## config.mk

```make
export PLATFORM = sky130hd
export DESIGN_NAME = pnml_cell_sequencer
export DESIGN_NICKNAME = d
export VERILOG_FILES = /design/src/rtl/pnml_cell_sequencer.sv
export SDC_FILE = /design/constraint.sdc
export NUM_CORES = 1
export LEC_CHECK = 0
export CAP_MARGIN = 20
export CORE_MARGIN = 8
export CORE_UTILIZATION = 49
export CTS_CLUSTER_DIAMETER = 60
export CTS_CLUSTER_SIZE = 30
export DETAILED_ROUTE_END_ITERATION = 7
export DONT_BUFFER_PORTS = 1
export MAX_ROUTING_LAYER = met4
export REMOVE_ABC_BUFFERS = 1
export SYNTH_ARGS = -nofsm -noshare
export SYNTH_HDL_FRONTEND = slang
export SYNTH_SLANG_ARGS = --single-unit
```

## constraint.sdc

```tcl
create_clock -name clk_i -period 3.4 [get_ports clk_i]
set_clock_uncertainty 0.1 [all_clocks]
set_input_delay 0.85 -clock clk_i [delete_from_list [all_inputs] [get_ports clk_i]]
set_output_delay 0.85 -clock clk_i [all_outputs]
set_load 0.02 [all_outputs]
```

## src/rtl/pnml_cell_sequencer.sv

```systemverilog
// Sequencer for a row of pNML NAND/NOR cells: turns one command at a time into
// registered, non-overlapping bz/current strobes with stable selects around them.
module pnml_cell_sequencer #(
    parameter int SETUP_CYC = 1,
    parameter int PULSE_CYC = 1,
    parameter int CNT_W     = 4
) (
    input  logic             clk_i,
    input  logic             rstn,
    input  logic             cmd_valid,
    output logic             cmd_ready,
    input  logic [1:0]       cmd_op,
    input  logic [CNT_W-1:0] cmd_count,
    input  logic             abort,
    output logic             nand_nor_sel,
    output logic             bz_s,
    output logic             bz_m,
    output logic             current_s,
    output logic             current_m,
    output logic             busy,
    output logic             done,
    output logic             aborted
);

    localparam int MAXP = (SETUP_CYC > PULSE_CYC) ? SETUP_CYC : PULSE_CYC;
    localparam int TW   = $clog2(MAXP + 1);

    typedef enum logic [3:0] {
        IDLE, EV_SET0, EV_PUL0, EV_SET1, EV_PUL1, EV_END, SH_SET, SH_PUL, SH_GAP
    } state_t;

    state_t           state_q, state_d;
    logic [TW-1:0]    timer_q, timer_d;
    logic [CNT_W-1:0] cnt_q, cnt_d;
    logic             abrt_q, abrt_d, abort_now;
    logic             sel_q, sel_d, cur_s_q, cur_s_d;
    logic             bz_s_q, bz_m_q, cur_m_q, busy_q, done_q, aborted_q, ready_q;
    logic             done_d, aborted_d;

    function automatic logic [TW-1:0] phase_len(input state_t s);
        if (s == EV_PUL0 || s == EV_PUL1 || s == SH_PUL)
            return TW'(PULSE_CYC);
        return TW'(SETUP_CYC);
    endfunction

    always_comb begin
        state_d   = state_q;
        timer_d   = timer_q;
        cnt_d     = cnt_q;
        abrt_d    = abrt_q;
        sel_d     = sel_q;
        cur_s_d   = cur_s_q;
        done_d    = 1'b0;
        aborted_d = 1'b0;
        abort_now = abrt_q | abort;

        if (state_q == IDLE) begin
            abrt_d = 1'b0;
            if (cmd_valid && ready_q) begin
                if (!cmd_op[1]) begin
                    sel_d   = ~cmd_op[0];
                    state_d = EV_SET0;
                end else begin
                    cur_s_d = cmd_op[0];
                    cnt_d   = cmd_count;
                    // A zero-length shift completes without ever leaving IDLE
                    if (cmd_count == '0)
                        done_d = 1'b1;
                    else
                        state_d = SH_SET;
                end
            end
        end else begin
            abrt_d = abort_now;
            if (timer_q == TW'(1)) begin
                // Once abort is seen, pulses run out and lead into a low phase, low phases exit
                case (state_q)
                    EV_SET0: state_d = abort_now ? IDLE : EV_PUL0;
                    EV_PUL0: state_d = abort_now ? EV_END : EV_SET1;
                    EV_SET1: state_d = abort_now ? IDLE : EV_PUL1;
                    EV_PUL1: state_d = EV_END;
                    EV_END:  state_d = IDLE;
                    SH_SET:  state_d = abort_now ? IDLE : SH_PUL;
                    SH_PUL:  state_d = SH_GAP;
                    SH_GAP: begin
                        cnt_d   = cnt_q - CNT_W'(1);
                        state_d = (abort_now || cnt_q <= CNT_W'(1)) ? IDLE : SH_PUL;
                    end
                    default: state_d = IDLE;
                endcase
            end else begin
                timer_d = timer_q - TW'(1);
            end
            if (state_d == IDLE) begin
                done_d    = 1'b1;
                aborted_d = abort_now;
            end
        end

        if (state_d != state_q)
            timer_d = phase_len(state_d);
    end

    always_ff @(posedge clk_i or negedge rstn) begin
        if (!rstn) begin
            state_q   <= IDLE;
            timer_q   <= '0;
            cnt_q     <= '0;
            abrt_q    <= 1'b0;
            sel_q     <= 1'b0;
            cur_s_q   <= 1'b0;
            bz_s_q    <= 1'b0;
            bz_m_q    <= 1'b0;
            cur_m_q   <= 1'b0;
            busy_q    <= 1'b0;
            done_q    <= 1'b0;
            aborted_q <= 1'b0;
            ready_q   <= 1'b1;
        end else begin
            state_q   <= state_d;
            timer_q   <= timer_d;
            cnt_q     <= cnt_d;
            abrt_q    <= abrt_d;
            sel_q     <= sel_d;
            cur_s_q   <= cur_s_d;
            bz_s_q    <= (state_d == EV_SET1) || (state_d == EV_PUL1);
            bz_m_q    <= (state_d == EV_PUL0) || (state_d == EV_PUL1);
            cur_m_q   <= (state_d == SH_PUL);
            busy_q    <= (state_d != IDLE);
            done_q    <= done_d;
            aborted_q <= aborted_d;
            ready_q   <= (state_d == IDLE);
        end
    end

    assign cmd_ready    = ready_q;
    assign nand_nor_sel = sel_q;
    assign bz_s         = bz_s_q;
    assign bz_m         = bz_m_q;
    assign current_s    = cur_s_q;
    assign current_m    = cur_m_q;
    assign busy         = busy_q;
    assign done         = done_q;
    assign aborted      = aborted_q;

endmodule

```

== Yosys cells after proc, flatten, opt, wreduce, memory -nomap -nowiden ==
Cells that the tools add are included.
W data, S select, Z words.

* Flip-flop bits (word level): 19
* Input bits: 10
* Output and inout bits: 9
* Logic and storage cells: 81

* Add/subtract/negate cells: 2
* Magnitude comparators: 1
* Equal/unequal tests: 15
* Muxes and demuxes: 32
* Bitwise gates (word level): 3
* Reduce and logical (&&, ||, !) cells: 15

{| class="wikitable"
|+ Operators by type and width
! kind !! count
|-
| $mux W4 || 11
|-
| $pmux W4 S7 || 1
|-
| $eq A4 B3 Y1 const B || 5
|-
| $eq A4 B2 Y1 const B || 4
|-
| $logic_not A4 Y1 || 4
|-
| $mux W1 || 15
|-
| $mux W3 || 4
|-
| $reduce_and A3 Y1 || 2
|-
| $eq A4 B1 Y1 const B || 1
|-
| $eq A4 B4 Y1 const B || 1
|-
| $le A4 B1 Y1 const B || 1
|-
| $logic_or A1 B1 Y1 || 4
|-
| $ne A2 B1 Y1 const B || 2
|-
| $ne A4 B4 Y1 || 1
|-
| $reduce_and A4 Y1 || 1
|-
| $reduce_bool A2 Y1 || 2
|-
| $reduce_bool A4 Y1 || 1
|-
| $sub A4 B1 Y4 const B || 1
|-
| $mux W2 || 1
|-
| $ne A2 B2 Y1 const B || 1
|-
| $not A1 Y1 || 2
|-
| $logic_and A1 B1 Y1 || 1
|-
| $or A1 B1 Y1 || 1
|-
| $sub A1 B1 Y1 const B || 1
|}

== Longest topological paths before layout ==
Gate-level depths: netlist of run 1.

* Depth after elaboration: 14
* Mapped depth: 8
* Gate-level depth less buffers: 8

== Worst setup path after synthesis of run 1 ==
No wires, ideal clock.

* Path kind: input port to flip-flop
* Start point: input port cmd_count[3]
* End point: register busy_q, in the netlist busy
* Setup time: 131 ps
* Arrival: 2286 ps
* Data required time: 3169 ps
* Slack: 883 ps
* Stages: 5
* Path buffers: 0
* Path through: or4_1 a31oi_1 nor3_1 a221o_1 or3_1

* Word-level cells in the longest chain between the ends: 6

{| class="wikitable"
|+ Ends and longest elaborated chain
! element !! RTL line !! RTL
|-
| start, declared || 13 || <nowiki>input logic [CNT_W-1:0] cmd_count,</nowiki>
|-
| $logic_not A4 Y1 || 67 || <nowiki>if (cmd_count == '0)</nowiki>
|-
| $mux W4 || 67 ||
|-
| $mux W4 || 60 || <nowiki>if (!cmd_op[1]) begin</nowiki>
|-
| $mux W4 || 59 || <nowiki>if (cmd_valid && ready_q) begin</nowiki>
|-
| $mux W4 || 57 || <nowiki>if (state_q == IDLE) begin</nowiki>
|-
| via state_d[1] || 32 || <nowiki>state_t state_q, state_d;</nowiki>
|-
| $reduce_bool A4 Y1 || 129 || <nowiki>busy_q <= (state_d != IDLE);</nowiki>
|-
| end signal, assigned || 129 ||
|-
| end, declared || 37 || <nowiki>logic bz_s_q, bz_m_q, cur_m_q, busy_q, done_q, aborted_q, ready_q;</nowiki>
|}

The timed path passes the listed nets, and every way through them passes these cells.
A chain may end at the register's enable or synchronous reset.

== Worst setup path after layout of run 1 ==
Same ends and word-level chain as after synthesis.

==> out/metrics.cfg, run 1 <==
[pwr]
totalPowerFinal_uw = 1010
ir_drop_mv = 0.434
power_leakage_uw = 0.000470
powerDensity_nw_per_um2 = 914

[synth]
yosys_register_bits = 19
synthesis.area_um2 = 1060
avgSynthCellArea_um2 = 8.99
yosysUniqueCellTypes = 38
synth_seq_area_share = 0.449
yosysWarnings = 0
synthCells = 118

[sta]
finalHoldViolCount = 0
finalSetupViolations = 0
min_period_ns = 2.31
relSlewSlack = 0.701
finalCritPeriodShare = 0.681
drv_slew = 0
tightest_slew_ns = 0.445
rsz0062_at_grt = false
clock.fmax_mhz = 432
tns_ns = 0

[placed_design]
place_congestion = 0.900
dp_hpwl_um = 1790
io_buffers = 0

[grt]
grt.total_usage = 0.130
antenna_found_initial = 0
grt_pass1_vias = 907
grt_pass1_wl_um = 4140
grt_max_degree = 20
overflow = 0

[clock_network]
post-cts-setup-buffers = 0
cts.htree.levels = 1
cts_buffers = 3
ctsResizeCount = 0
clock_sinks = 19
clk_pin_slew_ns = 0.11
clk_latency_ns = 0.29
hold_buffers = 0
cts-root-buf = clkbuf_4
cts_tree = built
cts_buffer_depth = 2

[cells_and_area]
final_util = 0.519
multi_input_area_um2 = 528
seqCellArea_um2 = 477
area_growth_pct = 4.01
diodes = 0
final_cell_mix = dfrtp_1 (18), o21ai_0 (11), nor2_1 (9), nand2_1 (8)
nets = 132
final_common_cell = dfrtp_1
num-fill-cells = 203
drive_above_1_share = 0.0756

[flow_run]
maxCapViolCount = 0

[route]
drt-pass1-iter-count = 4
drt_iter0_drc = 49
vias = 903
post_drt_wl_per_cell_um = 16.7
drc = 0
viasPerCell = 6.14
ant_nets = 0
wl_um = 2460

[setup_path]
crit_arrival_ns = 2.40
worst-setup-path-type = in -> reg
cp_max_fo = 6
end_kind = register
r2r_cells = 5
critPathRequiredTime_ns = 3.48
worstSetupStartpointType = input port

[floorplanning]
die_area_um2 = 3910
coreArea_um2 = 2130
start_util = 0.499
die_y_um = 62.5
boundaryPins = 19
rows = 17
die_w_um = 62.5

[min_path]
min_path_type = in -> async

[status]
status = finished clean

[metrics by stage]
stage | setup slack (ns) | instances | hold slack [ns] | cell area, µm²
floorplan | 0.882 | 114 | 0.411 | 1030
global placement | 0.778 | 143 | 0.436 | 1080
detailed placement | 0.765 | 143 | 0.449 | 1080
CTS | 1.08 | 147 | 0.130 | 1100
global route | 1.01 | 147 | 0.113 | 1100
finish | 1.09 | 147 | 0.136 | 1100
[layer usage]
metal  wire length, µm  vias up  GRT usage
met1              1110      439      0.152
met2              1140       26      0.206
met3               188        2     0.0430
met4                15        0     0.0427
li1                  -      436          -
met5                 0        -          -
[synthesized netlist by cell type, drive strengths merged]
cell     instances  area, µm²
or3              2       12.5
dfrtp           18        450
buf              4       26.3
a21boi           2       18.8
nor3b            1       7.51
nor4b            1       8.76
or4              2       15.0
a31oi            2       12.5
a211o            1       8.76
o2111ai          1       8.76
a32oi            1       8.76
or2              1       6.26
o22ai            2       12.5
nand2            8       30.0
a311o            1       10.0
a21o             1       7.51
a22oi            3       22.5
mux2             1       11.3
nor4             2       18.8
and3             3       18.8
dfstp            1       26.3
a21oi            3       15.0
o211ai           4       30.0
nand2b           4       25.0
nand4            1       6.26
ha               2       25.0
nor2             9       33.8
o21ai           13       65.1
inv              8       30.0
nor3             7       35.0
a221o            1       10.0
nor2b            3       18.8
nand3            5       25.0
[state kept, by name, indices dropped and copies added, names as in the netlist]
signal,cells
current_s,1
busy,1
cnt_q,4
bz_m,1
done,1
bz_s,1
nand_nor_sel,1
aborted,1
current_m,1
state_q,4
timer_q,1
abrt_q,1
cmd_ready,1
[report_power, final]
| group | leakage, µW | switching, µW | total (µW) | internal (µW) |
|---|---|---|---|---|
| Combinational | 0.000226 | 245 | 423 | 178 |
| Sequential | 0.000229 | 152 | 474 | 322 |
| Clock | 0.0000150 | 65.6 | 111 | 45.6 |
| Total | 0.000470 | 463 | 1010 | 545 |
[final cells by class]
type	count	share of cell area
Multi-Input combinational cell	87	0.478
Sequential cell	19	0.432
Tap cell	28	0.0317
Inverter	8	0.0272
Clock buffer	4	0.0238
Timing Repair Buffer	1	0.00680
[kinds of logic after synthesis]
family,Yosys count,synth area share
flip-flops,19,0.449
adder cells (fa/ha/maj),2,0.0236
AO/OA/AOI/OAI,35,0.217
multiplexers,1,0.0106
buffers and inverters,12,0.0531
AND/OR/NAND/NOR,49,0.246
[critical path, stage by stage]
cell and delay, ns:
or4_1 0.56, a31oi_1 0.18, nor3_1 0.07, a221o_1 0.35, or3_1 0.38
[path summary, 6_finish.rpt]
path / from / end / slack, ns
max in group asynchronous: rstn / cmd_ready / 2.89
min: rstn / aborted / 0.14
max reg2reg: state_q[0] / busy / 1.18
min in group clk_i: cnt_q[3] / cnt_q[3] / 0.46
min reg2reg: cnt_q[3] / cnt_q[3] / 0.46
max: cmd_count[3] / busy / 1.09
Note: power is estimated with default switching activity, not from simulation.
==> run 2: changes to the inputs <==
Settings changed: PLACE_DENSITY set to 0.66.
Clock period 3.4 ns to 2.04 ns, I/O delays scaled along.
==> out/metrics.cfg, run 2 (synthesized netlist as in run 1, its figures left out) <==
[route]
viasPerCell = 5.83  ; -5.2%
post_drt_wl_per_cell_um = 15.4  ; -8.1%
drt-pass1-iter-count = 4  ; unchanged
drt_iter0_drc = 32  ; -35%
ant_nets = 0  ; unchanged
vias = 938  ; +3.9%
wl_um = 2470  ; +0.61%
drc = 0  ; unchanged

[sta]
finalSetupViolations = 0  ; unchanged
drv_slew = 0  ; unchanged
relSlewSlack = 0.444  ; -0.257
clock.fmax_mhz = 499
tightest_slew_ns = 0.832  ; +0.387 ns
finalCritPeriodShare = 0.983
rsz0062_at_grt = true
min_period_ns = 2.01
tns_ns = 0  ; unchanged
finalHoldViolCount = 0  ; unchanged

[clock_network]
cts-root-buf = clkbuf_4
clk_pin_slew_ns = 0.11  ; about the same
cts_buffers = 3  ; unchanged
cts_buffer_depth = 2  ; unchanged
cts_tree = built
clk_latency_ns = 0.29  ; about the same
clock_sinks = 19  ; unchanged
cts.htree.levels = 1  ; unchanged

[setup_path]
end_kind = register
critPathRequiredTime_ns = 2.12  ; -1.36 ns
critPathTopFamily = simple AND/OR/NAND/NOR gates
worst-setup-path-type = in -> reg
worstSetupStartpointType = input port
crit_chain = or4_1 > a31oi_2 > nor3_2 > a221o_1 > or3_1
slowest_delay_ns = 0.57  ; about the same
critPathBufInv = 0  ; unchanged
crit_path_top_delay_cell = or4_1
crit_arrival_ns = 2.09  ; -0.31 ns
cp_max_fo = 5  ; -1

[pwr]
powerDensity_nw_per_um2 = 1540  ; +68%
power_leakage_uw = 0.000555  ; +18%
ir_drop_mv = 0.873  ; +100%
totalPowerFinal_uw = 1990  ; +97%

[cells_and_area]
final_cell_area_um2 = 1290  ; +17%
num-fill-cells = 194  ; -4.4%
diodes = 0  ; unchanged
final_cell_mix = dfrtp_1 (15), buf_4 (13), o21ai_0 (10), nor2_1 (8), nand2_1 (8)
top_regs = cnt_q (4), state_q (4)
seqCellArea_um2 = 480  ; +0.79%
area_growth_pct = 22.1
multi_input_area_um2 = 603  ; +14%
drive_above_1_share = 0.278  ; +0.203
final_common_cell = dfrtp_1
nets = 146  ; +11%

[floorplanning]
die_y_um = 62.5  ; unchanged
die_area_um2 = 3910  ; unchanged
rows = 17  ; unchanged
start_util = 0.499  ; unchanged
boundaryPins = 19  ; unchanged
coreArea_um2 = 2130  ; unchanged
die_w_um = 62.5  ; unchanged

[grt]
grt.met2_usage = 0.220  ; +0.0142
grt_pass1_vias = 927  ; +2.2%
grt.total_usage = 0.131  ; +0.00126
grt_max_degree = 20  ; unchanged
gr-max-usage-layer = met2
grtUsageMet3 = 0.0251  ; -0.0179
grt_pass1_wl_um = 4130  ; -0.17%
overflow = 0  ; unchanged
grtUsageMet1 = 0.148  ; -0.00371
antenna_found_initial = 0  ; unchanged

[placed_design]
dp_hpwl_um = 1850  ; +3.8%
io_buffers = 0  ; unchanged
place_congestion = 0.898  ; -0.29%
placed_area_um2 = 1160  ; +7.7%

[min_path]
min_path_type = in -> reg

[status]
status = finished clean

[flow_run]
maxCapViolCount = 0  ; unchanged

==> run 2: stage by stage <==
stage | util | hold WS, ns | std cells | setup slack [ns]
3_3_place_gp | 0.545 | 0.115 | 154 | -0.194
5_1_grt | 0.609 | 0.219 | 161 | -0.0143
6_report | 0.609 | 0.219 | 161 | 0.0344
3_5_place_dp | 0.545 | 0.115 | 154 | -0.233
4_1_cts | 0.565 | 0.207 | 159 | 0.00909
2_1_floorplan | - | 0.114 | 114 | -0.138
==> run 2: final cells by class <==
type / instances / share of cell area
Timing Repair Buffer: 15 / 0.0918
Tap cell: 28 / 0.0271
Clock inverter: 1 / 0.00386
Inverter: 8 / 0.0232
Clock buffer: 3 / 0.0174
Multi-Input combinational cell: 87 / 0.466
Sequential cell: 19 / 0.371
==> run 2: metal layers <==
layer  wire (µm)  part of all wire
met1        1000              0.41
met2        1320              0.53
met3         131             0.053
met4          17            0.0069
met5           0                 0
==> run 2: final timing paths <==
kind	from	endpoint	slack, ns	cells after the start
min in group asynchronous	rstn	cnt_q[1]	0.65	1
max in group asynchronous	rstn	state_q[3]	0.63	1
max reg2reg	state_q[0]	busy	0.07	5
min	cmd_op[0]	nand_nor_sel	0.22	1
max	cmd_count[3]	busy	0.03	5
min reg2reg	cnt_q[3]	cnt_q[3]	0.46	2
==> run 2: power by group <==
part	internal, µW	switching (µW)	total [µW]
Clock	72.9	113	186
Sequential	538	214	752
Combinational	511	541	1050
==> run 2: timing repair <==
| action | in CTS | in global routing |
|---|---|---|
| pin swaps | 0 | 4 |
| setup endpoints to repair | 2 | 7 |
| hold endpoints to repair | 19 | 0 |
| gates resized for setup | 1 | 17 |
| buffers inserted | 0 | 2 |
| hold buffers | 1 | 0 |
==> run 3: changes to the inputs <==
Settings changed: CTS_CLUSTER_SIZE 30 to 16.
==> results of run 3 <==
Same layout as run 2: the final DEF is identical, and so are final timing and power.
